<file path="config.mk">
export PLATFORM = sky130hd
export DESIGN_NAME = icache_flat
export DESIGN_NICKNAME = d
export VERILOG_FILES = /design/src/rtl/icache_pkg.sv /design/src/rtl/icache_if.sv /design/src/rtl/icache.sv /design/src/flat_wrapper.sv
export SDC_FILE = /design/constraint.sdc
export NUM_CORES = 1
export LEC_CHECK = 0
export CORE_MARGIN = 3
export CORE_UTILIZATION = 32
export CTS_CLUSTER_SIZE = 14
export DETAILED_ROUTE_END_ITERATION = 12
export PLACE_DENSITY = 0.43
export SETUP_SLACK_MARGIN = 0.15
export SKIP_LAST_GASP = 1
export SYNTH_ARGS = -nofsm -noshare
export SYNTH_HDL_FRONTEND = slang
export SYNTH_SLANG_ARGS = --single-unit
</file>
<file path="constraint.sdc">
create_clock -name CLK -period 7.95 [get_ports CLK]
set_clock_uncertainty 0.15 [all_clocks]
set_input_delay 1.9875 -clock CLK [delete_from_list [all_inputs] [get_ports CLK]]
set_output_delay 1.9875 -clock CLK [all_outputs]
set_load 0.01 [all_outputs]
</file>
<file path="src/rtl/icache_pkg.sv">
// icache_pkg: shared types and geometry for the direct-mapped instruction cache
package icache_pkg;
    localparam int ICACHE_SETS  = 16;
    localparam int ICACHE_IDX_W = $clog2(ICACHE_SETS);
    localparam int ICACHE_TAG_W = 32 - ICACHE_IDX_W - 2;
    typedef enum logic {IDLE, FILL} icache_state_t;
    typedef struct packed {
        logic [ICACHE_TAG_W-1:0] tag;
        logic [ICACHE_IDX_W-1:0] idx;
        logic [1:0]              bytoff;
    } icachef_t;
    typedef struct packed {
        logic                    valid;
        logic [ICACHE_TAG_W-1:0] tag;
        logic [31:0]             data;
    } icache_frame_t;
endpackage

</file>
<file path="src/rtl/icache_if.sv">
// icache_if: fetch-side and memory-controller-side signals of the instruction cache
interface icache_if;
    logic        imemREN;
    logic [31:0] imemaddr;
    logic        ihit;
    logic [31:0] imemload;
    logic        iREN;
    logic [31:0] iaddr;
    logic        iwait;
    logic [31:0] iload;
    logic [31:0] hit_count;
    logic [31:0] miss_count;
    modport slave (
        input  imemREN, imemaddr, iwait, iload,
        output ihit, imemload, iREN, iaddr, hit_count, miss_count
    );
    modport master (
        output imemREN, imemaddr, iwait, iload,
        input  ihit, imemload, iREN, iaddr, hit_count, miss_count
    );
endinterface

</file>
<file path="src/rtl/icache.sv">
// icache: direct-mapped read-only instruction cache with single-word fills and hit/miss counters
module icache
    import icache_pkg::*;
(
    input logic     CLK,
    input logic     nRST,
    icache_if.slave cif
);
    icache_state_t           state, next_state;
    icache_frame_t           frames [ICACHE_SETS];
    icachef_t                miss_addr;
    logic [ICACHE_TAG_W-1:0] req_tag;
    logic [ICACHE_IDX_W-1:0] req_idx;
    logic [31:0]             hits, misses;
    logic                    hit, miss, fill_done;

    assign req_tag   = cif.imemaddr[31:ICACHE_IDX_W+2];
    assign req_idx   = cif.imemaddr[ICACHE_IDX_W+1:2];
    assign hit       = cif.imemREN && frames[req_idx].valid && frames[req_idx].tag == req_tag;
    assign miss      = state == IDLE && cif.imemREN && !hit;
    assign fill_done = state == FILL && !cif.iwait;

    always_ff @(posedge CLK, negedge nRST)
        if (!nRST) state <= IDLE;
        else       state <= next_state;

    always_comb next_state = miss ? FILL : fill_done ? IDLE : state;

    always_comb begin
        cif.ihit       = hit;
        cif.imemload   = hit ? frames[req_idx].data : '0;
        cif.iREN       = state == FILL;
        cif.iaddr      = state == FILL ? miss_addr : '0;
        cif.hit_count  = hits;
        cif.miss_count = misses;
    end

    // Lookup stays live during FILL, so a redirect to a resident word still hits
    always_ff @(posedge CLK, negedge nRST)
        if (!nRST) begin
            miss_addr <= '0;
            hits      <= '0;
            misses    <= '0;
            for (int i = 0; i < ICACHE_SETS; i++) frames[i] <= '0;
        end else begin
            if (hit) hits <= hits + 32'd1;
            if (miss) begin
                miss_addr <= '{tag: req_tag, idx: req_idx, bytoff: 2'b00};
                misses    <= misses + 32'd1;
            end
            if (fill_done) frames[miss_addr.idx] <= '{valid: 1'b1, tag: miss_addr.tag, data: cif.iload};
        end
endmodule

</file>
<file path="src/flat_wrapper.sv">
// flat-port wrapper written by rule: the top's interface ports become plain ports
module icache_flat import icache_pkg::*;
  (CLK, nRST, cif_imemREN, cif_imemaddr, cif_iwait, cif_iload, cif_ihit, cif_imemload, cif_iREN, cif_iaddr, cif_hit_count, cif_miss_count);
  icache_if cif_i ();
  input logic CLK;
  input logic nRST;
  input wire logic [$bits(cif_i.imemREN)-1:0] cif_imemREN;
  input wire logic [$bits(cif_i.imemaddr)-1:0] cif_imemaddr;
  input wire logic [$bits(cif_i.iwait)-1:0] cif_iwait;
  input wire logic [$bits(cif_i.iload)-1:0] cif_iload;
  output wire logic [$bits(cif_i.ihit)-1:0] cif_ihit;
  output wire logic [$bits(cif_i.imemload)-1:0] cif_imemload;
  output wire logic [$bits(cif_i.iREN)-1:0] cif_iREN;
  output wire logic [$bits(cif_i.iaddr)-1:0] cif_iaddr;
  output wire logic [$bits(cif_i.hit_count)-1:0] cif_hit_count;
  output wire logic [$bits(cif_i.miss_count)-1:0] cif_miss_count;
  assign cif_i.imemREN = cif_imemREN;
  assign cif_i.imemaddr = cif_imemaddr;
  assign cif_i.iwait = cif_iwait;
  assign cif_i.iload = cif_iload;
  assign cif_ihit = cif_i.ihit;
  assign cif_imemload = cif_i.imemload;
  assign cif_iREN = cif_i.iREN;
  assign cif_iaddr = cif_i.iaddr;
  assign cif_hit_count = cif_i.hit_count;
  assign cif_miss_count = cif_i.miss_count;
  icache u_core (.CLK(CLK), .nRST(nRST), .cif(cif_i));
endmodule
</file>
==> results of run 1 <==
[cells in the final DEF, fill, tap and decap left out, drive strengths merged, types with 29 or more instances in the layout]
| master | n |
|---|---|
| clkinv | 29 |
| xor2 | 59 |
| buf | 107 |
| and2 | 37 |
| nor2b | 40 |
| nand2 | 43 |
| mux2i | 96 |
| xnor2 | 36 |
| clkbuf | 186 |
| mux4 | 238 |
| clkdlybuf4s50 | 187 |
| mux2 | 958 |
| dfrtp | 1039 |
[timing repair]
action | CTS | global route
setup buffers | 1 | 2
pin swaps | 1 | 2
resized for setup | 10 | 14
endpoints found under the setup margin | 33 | 33
[worst max path at each step]
stage / slack, ns / cells after the start / end
floorplan: 0.92 / 9 / cif_imemload[22]
CTS: 0.17 / 12 / cif_imemload[7]
finish: 0.26 / 13 / cif_imemload[13]
global placement: 0.06 / 11 / cif_imemload[6]
global route: 0.14 / 11 / cif_imemload[5]
detailed placement: 0.02 / 13 / cif_imemload[7]
[worst max-delay path: stages]
cell and delay, ns:
buf_12 0.15, buf_16 0.19, mux4_2 0.54, mux2i_2 0.21, xnor2_1 0.14, nor3_2 0.23
nand4_1 0.16, buf_4 0.19, a221o_1 0.35, or3_4 0.43, buf_12 0.19, nor2b_1 0.16
clkdlybuf4s50_1 0.56
[synthesized netlist by cell type (all sizes together) (7+ instances only)]
library cell,count,area (um^2)
a21oi,9,45.0
a22o,12,105
a22oi,22,165
and2,37,231
and3,11,68.8
buf,115,543
clkbuf,144,541
dfrtp,1039,26000
inv,12,45.0
mux2,958,10800
mux2i,96,961
mux4,238,5360
nand2,43,161
nand2b,12,75.1
nand3,24,120
nand4,24,150
nor2,16,60.1
nor2b,40,250
nor3,22,110
nor4,27,257
o21ai,7,35.0
or2,7,43.8
xnor2,36,315
xor2,59,517
[flip-flops by register name, summed over array words and instances, names as in the netlist]
register               flops
u_core.cif.hit_count      32
u_core.miss_addr          30
u_core.frames            944
u_core.cif.iREN            1
u_core.cif.miss_count     32
[per-layer routing]
metal  share of wire  vias up
met4           0.020        8
met1            0.46    15100
li1                -    11700
met3           0.034      187
met5         0.00029        -
met2            0.48      426
[power by group]
| part | internal (uW) | total [uW] | switching (uW) | leakage [uW] |
|---|---|---|---|---|
| Sequential | 7470 | 8680 | 1220 | 0.0133 |
| Clock | 3370 | 5640 | 2270 | 0.00203 |
| Combinational | 2860 | 4390 | 1540 | 0.00942 |
[cell families after synthesis]
group                      count (synthesis)
muxes                                   1292
DFF                                     1039
and+or+nand+nor                          284
buffers and inverters                    272
xor gates and xnor gates                  95
AOI/OAI and AO/OA                         76
adders and majority gates                  2
other                                      1
[stage by stage]
| step | instance area, um^2 | util | instances | total power, uW |
|---|---|---|---|---|
| finish | 56000 | 0.383 | 5247 | 18700 |
| global route | 56000 | 0.383 | 5241 | 19800 |
| CTS | 55900 | 0.382 | 5239 | 19000 |
| detailed placement | 51800 | 0.354 | 5013 | 13200 |
| global placement | 51800 | 0.354 | 5013 | 12800 |
| floorplan | 47400 | - | 3062 | 11700 |
[final cells by class]
cell class | count | area, um^2 | area share
Sequential cell | 1039 | 26000 | 0.464
Multi-Input combinational cell | 1751 | 20500 | 0.365
Clock buffer | 185 | 3640 | 0.0649
Timing Repair Buffer | 296 | 3020 | 0.0539
Tap cell | 1917 | 2400 | 0.0428
Clock inverter | 40 | 444 | 0.00793
Inverter | 13 | 51.3 | 0.000916
Antenna cell | 6 | 15.0 | 0.000268
==> impl_results.md, run 1 <==
- Status: complete, no violations
- Worst-margin pin slew: ~1.1 ns
- Post-synthesis mux area share: 0.361
- Rows: 140
- GR Util met3: 0.0308
- Hold depth: 1
- Top Ports: 198
- Min-delay src: u_core.frames[412]
- Worst-path clk slew: 0.06 ns
- Post-synth ARST share: 1.00
- Rel. slew slack: 0.240
- Avg Cell Area, Syn: 15.5 um^2
- Dpl hpwl: about 82000 um
- FF-to-FF setup slack: 3.76 ns
- Max Cap Viol: 0
- Nets@finish: 3290
- Share of cells above drive strength 1: 0.469
- DRT iter0 DRCs: between 1000 and 1500
- Synth Area in Adders: 0.000528
- R2r endpoint: u_core.cif.miss_count[19]
- Vias per cell: between 5 and 6
- Worst-path maximum fanout: 23
- DIE HEIGHT: approximately 390 um
- Initial Util: 0.324
- Vias: 27400
- Worst setup EP type: primary output
- Filler instances: 13600
- Critical path arrival: 5.55 ns
- CP startpoint kind: primary input
- Cells on worst reg2reg path: 11
- Clk root buf: clkbuf_16
- Initial antenna violation count: 17
- Dpl ws: 0.0225 ns
- # DRC: 0
- Die width: just under 400 um
- Number of synthesized register bits: 1039
- Htree depth: 3
- Antenna-violating nets left: 0
- Worst R2R Start: u_core.frames[170]
- Post-Synth Simple-Gate Area: 0.0364
- GRT Max-Usage Layer: met2
- Tcrit/Tclk final: 0.967
- Post-Syn Instances: 3061
- Fin Setup TNS: 0 ns
- CTS Sinks: roughly 1000
- EDFF count, synth: 0
- Complex-gate fraction of the synthesized area: 0.0121
- Largest family of logic cells by synthesized area: multiplexers
- GR Util met1: 0.252
- Final worst slack: 0.262 ns
- Gr usage total: 0.183
- CTS tree: yes
- Worst Path Required: about 5.8 ns
- Final setup viols: 0
- Total CTS buffers: 119
- GRT met2 Usage: 0.305
- Grt total ovfl: 0
- CP startpoint: cif_imemaddr[2]
- Die ar.: 0.153 mm^2
- Clock Latency Late Sink: around 0.73 ns
- Routability congestion estimate: 0.748
- WHS: 0.309 ns
- Routed WL: approximately 140000 um
- Hold Path Class: reg -> reg
- Ys Warns: 0
- Worst VDD drop: 223 uV
- First-pass GRT wire length: 209000 um
- Static leakage power: around 0.025 uW
- Post-synthesis sequential area ratio: 0.549
- Post-synthesis xor/xnor area fraction: 0.0176
- Core ar.: 0.146 mm^2
- Final Max Slew Viols: 0
- Routed WL per cell: 26.6 um
- Fin. Hold Viols: 0
- Vias in the first global route: roughly 31000
- Min Tclk post-route: about 7.7 ns
- Power per cell area: 334 mW/mm^2
- Drt first pass iters: 5
- P&R area growth vs syn: 18.2%
- Port Buffer Count: 193
- Fmax: approximately 130 MHz
- Hold buffer count at cts: 0
- Synth Cell Area: ~0.047 mm^2
- Pin count of the biggest net entering global routing: around 180
- Clock Tree Buf Depth: 3
- Worst hold path endpoint: u_core.frames[412]
- Cell variety after synth: 59
- Critical path class: in -> out
- Top FF cell, synth: dfrtp_1
- RSZ-0062 raised after global routing: true
Power figures use the tool's default switching activity.
==> run 2: changes to the inputs <==
- REMOVE_ABC_BUFFERS: not set -> 1
==> run 2 against run 1 <==
Against the previous run: routed wire length fell by 0.88%; sequential cell count unchanged; maximum frequency increased by 0.48%; critical path type unchanged.
==> impl_results.md, run 2 (synthesis results as in run 1) <==
- Status: complete, no violations
- Worst setup EP type: primary output
- Hold buffer count at cts: 0
- Critical path arrival: around 5.5 ns
- Gr usage total: 0.182
- CP startpoint kind: primary input
- Rel. slew slack: 0.302
- Hold depth: 1
- Rows: 140
- DIE HEIGHT: between 300 and 400 um
- Die ar.: 0.153 mm^2
- DRT iter0 DRCs: approximately 1100
- Clk root buf: clkbuf_16
- Nets@finish: 3299
- First-pass GRT wire length: 206000 um
- Filler instances: ~14000
- Final Max Slew Viols: 0
- Seq pwr share: 0.468
- Hold Path Class: reg -> reg
- Worst VDD drop: about 160 uV
- Htree depth: 3
- Worst path max stage delay: 0.56 ns
- Switch Pwr: 4960 uW
- Tcrit/Tclk final: 0.962
- WHS: around 0.31 ns
- Clock Latency Late Sink: 0.72 ns
- Final setup viols: 0
- Vias per cell: roughly 5.2
- Vias: 27400
- Min Tclk post-route: 7.65 ns
- Top reg by flops: u_core.frames
- Core ar.: between 0.1 and 0.15 mm^2
- Static leakage power: 0.0250 uW
- Worst Path Required: ~5.8 ns
- Vias in the first global route: 30300
- # DRC: 0
- Die width: 391 um
- Most frequent CP cell: buf_12
- Worst-margin pin slew: 1.05 ns
- RSZ-0062 raised after global routing: false
- Sequential cell area: about 0.026 mm^2
- Pin count of the biggest net entering global routing: 172
- CTS Sinks: 1039
- Port Buffer Count: 193
- Worst-path maximum fanout: 29
- P&R area growth vs syn: 18.2%
- Fin. Hold Viols: 0
- Slowest-stage cell, CP: mux4_2
- CTS tree: yes
- Clock Tree Buf Depth: 3
- Routed WL: 139000 um
- Routability congestion estimate: 0.743
- Antenna-violating nets left: 0
- Power share of the clock group: 0.295
- Top Ports: approximately 200
- Worst-path clk slew: around 0.060 ns
- Commonest cells after routing, fill and taps aside: dfrtp_1 (1038), mux2_2 (957), mux4_2 (238)
- Non-Filler Instances: approximately 5200
- Combinational share of power: 0.236
- Critical path class: in -> out
- Routed WL per cell: 26.4 um
- Initial Util: 0.324
- Multi-input logic area: 0.0205 mm^2
- Dpl hpwl: 80800 um
- Max Cap Viol: 0
- Power per cell area: 331 mW/mm^2
- Overall power: between 15000 and 20000 uW
- Drt first pass iters: 5
- Sw Ratio: 0.267
- Commonest non-fill, non-tap cell in the layout: dfrtp_1
- Grt total ovfl: 0
- Number of instances in the placed design: 5019
- Int Power: approximately 14000 uW
- Fin Setup TNS: 0 ns
- Initial antenna violation count: 13
- Critical path, cell by cell: buf_12, mux4_2, mux2i_4, xor2_4, buf_4, nand2_1, or4_1, a221o_1, or3_4, buf_12, inv_1, clkdlybuf4s50_1
- Fmax: roughly 130 MHz
- Max reg flops: 944
- Share of cells above drive strength 1: 0.465
- Total CTS buffers: 119
- Cells on worst reg2reg path: 12
## run 2: changes by cell type in the layout (fill, tap and decap cells not counted), sizes merged, moves of 2 or more
cell | before | now
dlymetal6s2s | 1 | 5
clkbuf | 186 | 196
clkinv | 29 | 15
buf | 107 | 114
dlygate4sd2 | 0 | 27
bufinv | 7 | 4
clkdlybuf4s50 | 187 | 157
inv | 16 | 14
diode | 6 | 4
## run 2: final cells by class
type / instances / share of cell area
inverter: 13 / 0.000983
timing repair buffer: 305 / 0.0565
tap: 1917 / 0.0428
multi-input combinational: 1751 / 0.365
clock buffer: 194 / 0.0657
sequential: 1039 / 0.464
clock inverter: 22 / 0.00433
antenna: 4 / 0.000179
## run 2: layer usage
layer	vias to the layer above	track usage	wire, um
li1	11700	-	-
met1	15000	0.247	62700
met2	489	0.305	67600
met3	192	0.0292	5110
met4	6	0.0403	3040
met5	-	0	41
## run 2: worst paths after layout
kind / start / slack (ns) / to
worst max-delay path: cif_imemaddr[2] / 0.30 / cif_ihit
worst min-delay path: u_core.frames[176] / 0.31 / u_core.frames[176]
worst max register to register: u_core.frames[170] / 3.77 / u_core.cif.miss_count[19]
worst min register to register: u_core.frames[176] / 0.31 / u_core.frames[176]
min in group asynchronous: nRST / 1.13 / u_core.cif.hit_count[14]
max in group asynchronous: nRST / 4.70 / u_core.frames[734]
## run 2: through the flow
step | utilization | area [um^2] | setup slack, ns
after detailed placement | 0.355 | 51900 | -0.285
after global routing | 0.382 | 56000 | 0.184
after CTS | 0.382 | 55900 | 0.158
after floorplan | - | 46300 | -0.770
final | 0.382 | 56000 | 0.299
after global placement | 0.355 | 51900 | -0.265
## run 2: timing repair
action / 4_1_cts / 5_1_grt
resized for setup: 38 / 14
gates cloned: 0 / 1
pin swaps: 1 / 1
buffers inserted: 0 / 5
endpoints found under the setup margin: 33 / 6
## run 2: worst max-delay path: cells and delay by family
kind	cells	cell delay, ns
AO/OA/AOI/OAI	1	0.44
XOR/XNOR	1	0.21
buffers and inverters	5	1.07
multiplexers	2	0.82
AND/OR/NAND/NOR	3	0.88
## run 2: power by group through the flow
stage	Combinational (uW)	Clock [uW]	Sequential, uW
6_report	4390	5480	8690
2_1_floorplan	3320	0	8300
3_5_place_dp	4440	0	8770
5_1_grt	4760	5880	8950
3_3_place_gp	4290	0	8530
4_1_cts	4470	5670	8670
==> run 3: changes to the inputs <==
- CORE_MARGIN: 3 -> not set
==> run 3 against run 2 <==
Against the previous run: global-route usage grew 0.44 points; sequential share of layout area is essentially flat; first-iteration DRC count grew 5.8%; critical path depth is the same; hold slack lost 0.0020 ns; clock power grew 2%; non-clock buffer count grew 9; via count shrank 0.47%; die area shrank 2.0%; setup slack gained 0.13 ns.
==> impl_results.md, run 3 (synthesis results as in run 1) <==
- Vias: between 20000 and 30000
- Max reg flops: about 940
- CTS tree: yes
- Clk root buf: clkbuf_16
- Fin. Hold Viols: 0
- RSZ-0062 raised after global routing: false
- Worst-path maximum fanout: 19
- Vias per cell: slightly above 5
- Nets@finish: 3308
- First-pass GRT wire length: between 200000 and 250000 um
- Antenna-violating nets left: 0
- Fmax: around 130 MHz
- Tcrit/Tclk final: 0.946
- Share of cells above drive strength 1: 0.467
- Worst-margin pin slew: around 1.1 ns
- Final Max Slew Viols: 0
- Top reg by flops: u_core.frames
- Clock Latency Late Sink: about 0.74 ns
- Power per cell area: 333 mW/mm^2
- Critical path arrival: 5.38 ns
- Routed WL: 138000 um
- Top Ports: 198
- Commonest non-fill, non-tap cell in the layout: dfrtp_1
- Max Cap Viol: 0
- Vias in the first global route: 30400
- Worst-path clk slew: about 0.06 ns
- Initial Util: 0.324
- Worst Path Required: 5.81 ns
- Status: complete, no violations
- Core ar.: 0.146 mm^2
- Dpl hpwl: 81100 um
- FF-to-FF setup slack: between 3 and 4 ns
- CP startpoint kind: primary input
- Die ar.: 0.150 mm^2
- Min Tclk post-route: around 7.5 ns
- Worst setup EP type: primary output
- Critical path class: in -> out
- Hold Path Class: reg -> reg
- Final setup viols: 0
- Gr usage total: 0.186
- Hold buffer count at cts: 0
- Drt first pass iters: 5
- DRT iter0 DRCs: 1203
- Port Buffer Count: 193
- Routed WL per cell: 26.2 um
- Rel. slew slack: 0.263
- Die width: slightly below 400 um
- Grt total ovfl: 0
- DIE HEIGHT: 387 um
- Total CTS buffers: 119
- Rows: between 100 and 150
- Commonest cells after routing, fill and taps aside: dfrtp_1 (1038), mux2_2 (957), mux4_2 (238)
- P&R area growth vs syn: 18.1%
- Pin count of the biggest net entering global routing: 179
- CTS Sinks: 1039
- Worst VDD drop: 189 uV
- Overall power: 18600 uW
- Routability congestion estimate: 0.725
- Non-Filler Instances: 5248
- # DRC: 0
- Static leakage power: 0.0250 uW
- Htree depth: 3
- Initial antenna violation count: 10
- Number of instances in the placed design: about 5000
- Clock Tree Buf Depth: 3
-- run 3: worst max-delay path, stage by stage --
cell and delay [ns]:
buf_8 0.13, mux4_2 0.50, mux2i_1 0.38, xor2_1 0.18
buf_4 0.16, nand2_1 0.06, or4_1 0.41, a221o_1 0.45
or3_4 0.43, buf_12 0.17, nor2b_1 0.17, dlygate4sd2_1 0.29
-- run 3: metrics by stage --
| step | hold WS (ns) | setup WS, ns | setup TNS [ns] | util | instance area, um^2 |
|---|---|---|---|---|---|
| after floorplan | 0.279 | -0.770 | -105.24 | - | 46300 |
| after global placement | 0.295 | -0.218 | -4.49 | 0.355 | 51900 |
| after detailed placement | 0.301 | -0.222 | -4.27 | 0.355 | 51900 |
| after CTS | 0.319 | 0.0752 | 0 | 0.382 | 55900 |
| after global routing | 0.323 | 0.293 | 0 | 0.383 | 56000 |
| final | 0.311 | 0.428 | 0 | 0.383 | 56000 |
-- run 3: cell type report --
class	count	area, um^2
Antenna cell	1	2.50
Clock buffer	181	3510
Clock inverter	32	477
Fill cell	13600	90300
Inverter	13	51.3
Multi-Input combinational cell	1751	20400
Sequential cell	1039	26000
Tap cell	1917	2400
Timing Repair Buffer	314	3100
-- run 3: layer usage --
layer  up-vias  global-route usage  share of wire
met1     14900               0.255           0.46
met3       212              0.0305          0.032
li1      11700                   -              -
met2       439               0.306           0.48
met5         -                   0        0.00069
met4        14              0.0446          0.024
-- run 3: final timing paths --
| kind | startpoint | endpoint | cells after the start |
|---|---|---|---|
| worst max-delay path | cif_imemaddr[2] | cif_imemload[6] | 12 |
| worst min-delay path | u_core.cif.miss_count[31] | u_core.cif.miss_count[31] | 1 |
| worst max register to register | u_core.cif.iREN | u_core.frames[849] | 5 |
| worst min register to register | u_core.cif.miss_count[31] | u_core.cif.miss_count[31] | 1 |
| max in group asynchronous | nRST | u_core.frames[123] | 2 |
| min in group asynchronous | nRST | u_core.cif.hit_count[5] | 1 |
-- run 3: where the power goes --
group	internal, uW	switching, uW	total [uW]
registers	7470	1220	8680
logic	2860	1500	4370
clock network	3350	2240	5590
-- run 3: repair_timing --
| item | 4_1_cts | 5_1_grt |
|---|---|---|
| gates cloned | 0 | 0 |
| setup buffers | 5 | 0 |
| pin swaps | 2 | 4 |
| gates resized for setup | 31 | 17 |
| endpoints found under the setup margin | 33 | 9 |
